## src/rtl/green_sequencer_if.sv

```systemverilog
// Bus between the green sequencer and the green execute circuit.
//   master (sequencer): drives op_out, a_out, b_out, znc_out, we_out;
//                       receives a_res, b_res, znc_res, br_res.
//   slave  (execute circuit): the mirror image.
interface green_sequencer_if;
  logic [15:0] op_out;
  logic [15:0] a_out;
  logic [15:0] b_out;
  logic [2:0]  znc_out;
  logic        we_out;
  logic [15:0] a_res;
  logic [15:0] b_res;
  logic [2:0]  znc_res;
  logic        br_res;

  modport master (
    output op_out, a_out, b_out, znc_out, we_out,
    input  a_res, b_res, znc_res, br_res
  );

  modport slave (
    input  op_out, a_out, b_out, znc_out, we_out,
    output a_res, b_res, znc_res, br_res
  );
endinterface

```

## src/rtl/green_sequencer.sv

```systemverilog
// Instruction sequencer for the green execute circuit.
// Fetches 16-bit words from program memory, holds the A/B/ZNC architectural
// state, hands it to the execute circuit and latches the results back.
// Each retired instruction takes FETCH -> EXEC -> WB (3 cycles).
// Ports:
//   clk, rst        clock, synchronous active-high reset
//   start           begin execution from PC 0 (accepted in IDLE/HALTED only)
//   a_init, b_init  A/B values loaded on an accepted start
//   imem_addr/data  program memory address (= PC) and combinational read data
//   bus             execute-circuit bus (opcode, operands, write enable, results)
//   busy, halted    status; instr_count = retired instructions (saturating)
module green_sequencer #(
  parameter int          PC_W       = 8,
  parameter logic [3:0]  ST_CLASS   = 4'h3,
  parameter logic [3:0]  HALT_CLASS = 4'hF,
  parameter int          CNT_W      = 16
) (
  input  logic                 clk,
  input  logic                 rst,
  input  logic                 start,
  input  logic [15:0]          a_init,
  input  logic [15:0]          b_init,
  output logic [PC_W-1:0]      imem_addr,
  input  logic [15:0]          imem_data,
  green_sequencer_if.master    bus,
  output logic                 busy,
  output logic                 halted,
  output logic [CNT_W-1:0]     instr_count
);

  typedef enum logic [2:0] {
    S_IDLE, S_FETCH, S_EXEC, S_WB, S_HALTED
  } state_t;

  state_t          state, state_nxt;
  logic [PC_W-1:0] pc;
  logic [15:0]     ir, a_q, b_q;
  logic [2:0]      znc_q;
  logic            br_q;
  logic [CNT_W-1:0] cnt;
  logic            is_halt, is_st, start_ok, we;

  assign is_halt  = (ir[15:12] == HALT_CLASS);
  // HALT takes priority should the two class parameters ever coincide
  assign is_st    = (ir[15:12] == ST_CLASS) && !is_halt;
  assign start_ok = start && (state == S_IDLE || state == S_HALTED);

  always_ff @(posedge clk) begin
    if (rst) state <= S_IDLE;
    else     state <= state_nxt;
  end

  always_comb begin
    state_nxt = state;
    we        = 1'b0;
    busy      = 1'b0;
    halted    = 1'b0;
    case (state)
      S_IDLE:   if (start) state_nxt = S_FETCH;
      S_HALTED: begin
        halted = 1'b1;
        if (start) state_nxt = S_FETCH;
      end
      S_FETCH: begin
        busy      = 1'b1;
        state_nxt = S_EXEC;
      end
      S_EXEC: begin
        busy = 1'b1;
        if (is_halt) state_nxt = S_HALTED;
        else begin
          state_nxt = S_WB;
          we        = is_st;
        end
      end
      S_WB: begin
        busy      = 1'b1;
        state_nxt = S_FETCH;
      end
      default: state_nxt = S_IDLE;
    endcase
  end

  always_ff @(posedge clk) begin
    if (rst) begin
      pc    <= '0;
      ir    <= '0;
      a_q   <= '0;
      b_q   <= '0;
      znc_q <= '0;
      br_q  <= 1'b0;
      cnt   <= '0;
    end else begin
      case (state)
        S_IDLE, S_HALTED: if (start_ok) begin
          a_q   <= a_init;
          b_q   <= b_init;
          znc_q <= '0;
          pc    <= '0;
          cnt   <= '0;
        end
        S_FETCH: ir <= imem_data;
        // Results are taken at the end of EXEC while operands are still stable
        S_EXEC: if (!is_halt) begin
          a_q   <= bus.a_res;
          b_q   <= bus.b_res;
          znc_q <= bus.znc_res;
          br_q  <= bus.br_res;
        end
        S_WB: begin
          pc <= br_q ? ir[PC_W-1:0] : pc + 1'b1;  // wraps naturally
          if (cnt != '1) cnt <= cnt + 1'b1;
        end
        default: ;
      endcase
    end
  end

  assign imem_addr   = pc;
  assign instr_count = cnt;
  assign bus.op_out  = ir;
  assign bus.a_out   = a_q;
  assign bus.b_out   = b_q;
  assign bus.znc_out = znc_q;
  assign bus.we_out  = we;

endmodule
```

## src/flat_wrapper.sv

```systemverilog
// flat-port wrapper written by rule: the top's interface ports become plain ports
module green_sequencer_flat 
#(
  parameter int          PC_W       = 8,
  parameter logic [3:0]  ST_CLASS   = 4'h3,
  parameter logic [3:0]  HALT_CLASS = 4'hF,
  parameter int          CNT_W      = 16
)
  (clk, rst, start, a_init, b_init, imem_addr, imem_data, busy, halted, instr_count, bus_op_out, bus_a_out, bus_b_out, bus_znc_out, bus_we_out, bus_a_res, bus_b_res, bus_znc_res, bus_br_res);
  green_sequencer_if bus_i ();
  input  logic clk;
  input  logic rst;
  input  logic start;
  input  logic [15:0] a_init;
  input  logic [15:0] b_init;
  output logic [PC_W-1:0] imem_addr;
  input  logic [15:0] imem_data;
  output logic busy;
  output logic halted;
  output logic [CNT_W-1:0] instr_count;
  output wire logic [$bits(bus_i.op_out)-1:0] bus_op_out;
  output wire logic [$bits(bus_i.a_out)-1:0] bus_a_out;
  output wire logic [$bits(bus_i.b_out)-1:0] bus_b_out;
  output wire logic [$bits(bus_i.znc_out)-1:0] bus_znc_out;
  output wire logic [$bits(bus_i.we_out)-1:0] bus_we_out;
  input wire logic [$bits(bus_i.a_res)-1:0] bus_a_res;
  input wire logic [$bits(bus_i.b_res)-1:0] bus_b_res;
  input wire logic [$bits(bus_i.znc_res)-1:0] bus_znc_res;
  input wire logic [$bits(bus_i.br_res)-1:0] bus_br_res;
  assign bus_op_out = bus_i.op_out;
  assign bus_a_out = bus_i.a_out;
  assign bus_b_out = bus_i.b_out;
  assign bus_znc_out = bus_i.znc_out;
  assign bus_we_out = bus_i.we_out;
  assign bus_i.a_res = bus_a_res;
  assign bus_i.b_res = bus_b_res;
  assign bus_i.znc_res = bus_znc_res;
  assign bus_i.br_res = bus_br_res;
  green_sequencer #(.PC_W(PC_W), .ST_CLASS(ST_CLASS), .HALT_CLASS(HALT_CLASS), .CNT_W(CNT_W)) u_core (.clk(clk), .rst(rst), .start(start), .a_init(a_init), .b_init(b_init), .imem_addr(imem_addr), .imem_data(imem_data), .bus(bus_i), .busy(busy), .halted(halted), .instr_count(instr_count));
endmodule
```

## config.mk

```make
export PLATFORM = sky130hd
export DESIGN_NAME = green_sequencer_flat
export DESIGN_NICKNAME = d
export VERILOG_FILES = /design/src/rtl/green_sequencer_if.sv /design/src/rtl/green_sequencer.sv /design/src/flat_wrapper.sv
export SDC_FILE = /design/constraint.sdc
export NUM_CORES = 1
export LEC_CHECK = 0
export ABC_AREA = 1
export BUFFER_PORTS_ARGS = -buffer_cell sky130_fd_sc_hd__buf_2
export CELL_PAD_IN_SITES_DETAIL_PLACEMENT = 0
export CELL_PAD_IN_SITES_GLOBAL_PLACEMENT = 1
export CORE_MARGIN = 5
export CORE_UTILIZATION = 35
export DETAILED_ROUTE_END_ITERATION = 10
export PLACE_DENSITY_LB_ADDON = 0.1
export SYNTH_ARGS = -nofsm -noshare
export SYNTH_HDL_FRONTEND = slang
export SYNTH_SLANG_ARGS = --single-unit
```

## constraint.sdc

```tcl
create_clock -name clk -period 2.5 [get_ports clk]
set_clock_uncertainty 0.05 [all_clocks]
set_input_delay 0.375 -clock clk [delete_from_list [all_inputs] [get_ports clk]]
set_output_delay 0.375 -clock clk [all_outputs]
set_load 0.05 [all_outputs]
```

==> impl_metrics.ini <==
[synthesis]
synth_ff_type = dfxtp_1
syn_area_um2 = 3970
synth-seq-cells = 79
syn_nets = 677
yosys_warnings = 0
syn_area_per_cell_um2 = 6.75
ys_seq_area_frac = 0.399
async_reset_ff_frac = 0
ys_types = 32
syn_inst = 588
synth_edf_count = 0

[worst_setup_path]
slowest_delay_ps = 460
end_kind = output port
r2r_cells = 9
crit_type = flop to output port
cp_max_fo = 14
worst_setup_path_start_kind = flop
cp.required_ps = 2080
cp.arrival_ps = 1480
critPathSlowestCell = dfxtp_1
crit_chain = nand3_4 > nor2_1 > buf_2

[cts]
clockBufferDepth = 2
htreeDepth = 3
cts_tree = done
ctsResizeCount = 0
clock_sinks = 79
clkTransAtPathRegs_ps = 60
clock_latency_ps = 330
cts_buffers = 9
ctsHoldBuffers = 0
root_buffer = clkbuf_16
post-cts-setup-buffers = 0

[placed_design]
globalplace.congestion = 0.845
place.port_buffers = 164
placedCellCount = 869
dp.final_hpwl_mm = 8.89
place_area_um2 = 4830
place_ws_ps = 690

[pwr]
finalPower_mw = 4.46
leakage_nw = 2.47
ir_worst_vdd_mv = 0.364
p_per_area_nw_per_um2 = 866

[worst_hold_path]
hold_path_depth = 3
hp-class = primary input to flop

[timing]
tightestPinTransition_ps = 648
fin_ws_ps = 596
whs_ps = 263
tns_ps = 0
relSlewSlack = 0.567
hold_violations = 0
rsz0062_at_grt = false
timing.fmax_mhz = 525
period_needed_ps = 1900
slew_violations = 0
setup_viol = 0
timing.final.crit_share = 0.761

[routing]
routedWlPerCell_um = 14.0
drc = 0
wl_mm = 12.4
vias_per_cell = 4.78
drtIter0Drc = 248
num_vias = 4232
ant_nets = 0
drtPass1Iterations = 7

[finish]
nNetsFinal = 829
area_growth_pct = 29.8
layout-drive-gt1-share = 0.278
final_cells = 885
antenna_cells = 0
fill_cells = 1144
finish.instance_area_um2 = 5150
final_core_util = 0.469

[floorplan]
row_count = 38
fp.dieH_um = 116
die_area_um2 = 13600
io_pins = 165
die_x_um = 116
core_area_um2 = 11000
start_util = 0.361

[global_routing]
grtUsageTotal = 0.181
grt_pass1_vias = 4104
grt.overflow.total = 0
grt_max_degree = 55
grt_first_pass_wirelength_mm = 19.7
antenna_found_initial = 0

[outcome]
outcome = completed

[flow_run]
drv_cap = 0
-- synthesized netlist by cell type, types with 2 or more instances --
cell type / number / share of area
nand2_1: 203 / 0.19
xnor2_1: 3 / 0.0066
buf_6: 7 / 0.020
buf_4: 3 / 0.0057
nor3_1: 2 / 0.0025
ha_1: 2 / 0.0063
inv_1: 41 / 0.039
nand4_1: 5 / 0.0079
inv_2: 4 / 0.0038
o21ai_0: 28 / 0.035
nand3_4: 3 / 0.013
nand3b_1: 3 / 0.0057
nor2_1: 27 / 0.026
nor2_2: 5 / 0.0079
nand3_1: 59 / 0.074
a21oi_1: 77 / 0.097
nand2_2: 2 / 0.0032
nand2_4: 2 / 0.0057
clkbuf_1: 11 / 0.010
buf_2: 7 / 0.0088
dfxtp_1: 79 / 0.40
or2_2: 3 / 0.0047
nor2_4: 3 / 0.0085
-- per-layer routing --
metal	part of all wire	global-route usage	routed length, um	up-vias
met5	0	0	0	-
met4	0.0088	0.0487	109	0
met3	0.065	0.0415	808	10
met2	0.48	0.314	5920	113
met1	0.45	0.225	5570	1890
li1	-	-	-	2219
-- layout make-up --
class	count	area, um2	share of cell area
clock buffers	11	243	0.0471
clock inverters	5	81.3	0.0158
inverters	45	169	0.0328
multi-input cells	435	2030	0.395
flip-flops and latches	79	1580	0.307
well taps	140	175	0.0340
repair buffers	170	866	0.168
-- power breakdown --
group | internal, mW | total, mW | leakage, nW | switching, mW
Clock | 0.902 | 1.42 | 0.156 | 0.517
Sequential | 1.42 | 1.52 | 0.646 | 0.0992
Combinational | 0.373 | 1.52 | 1.66 | 1.15
-- path summary, 6_finish.rpt --
check / to / slack [ps] / startpoint
worst max-delay path: bus_we_out / 600 / u_core.state[1]
worst min-delay path: u_core.bus.znc_out[1] / 260 / bus_znc_res[1]
worst max register to register: u_core.instr_count[15] / 700 / u_core.instr_count[0]
worst min register to register: u_core.bus.op_out[11] / 390 / u_core.bus.op_out[11]
-- kinds of logic (layout without fill, tap and decap cells) --
| family | count (synthesis) | in the layout | synth area share |
|---|---|---|---|
| AO/OA/AOI/OAI | 112 | 112 | 0.146 |
| XOR/XNOR | 4 | 4 | 0.00883 |
| adder cells (fa/ha/maj) | 2 | 2 | 0.00631 |
| buffers and inverters | 74 | 231 | 0.0883 |
| flip-flops | 79 | 79 | 0.399 |
| AND/OR/NAND/NOR | 317 | 317 | 0.351 |
-- state kept, by name (all words and copies together), names as in the netlist --
signal	count
u_core.bus.a_out	16
u_core.bus.b_out	16
u_core.bus.op_out	16
u_core.instr_count	16
u_core.imem_addr	8
u_core.bus.znc_out	3
u_core.state	3
u_core.br_q	1
-- placed cells by master, fill, tap and decap left out, types with 6 or more instances in the layout --
cell type  count
a21oi_1       77
buf_2        164
buf_4          6
clkbuf_16      9
dfxtp_1       79
inv_1         41
nand2_1      203
nand3_1       59
nor2_1        27
o21ai_0       28
-- critical path: cells and delay by family (launching register included) --
| family | cells | cell delay, ps |
|---|---|---|
| flops | 1 | 460 |
| simple gates | 2 | 390 |
| buf+inv | 1 | 280 |
Note: power is estimated with default switching activity, not from simulation.
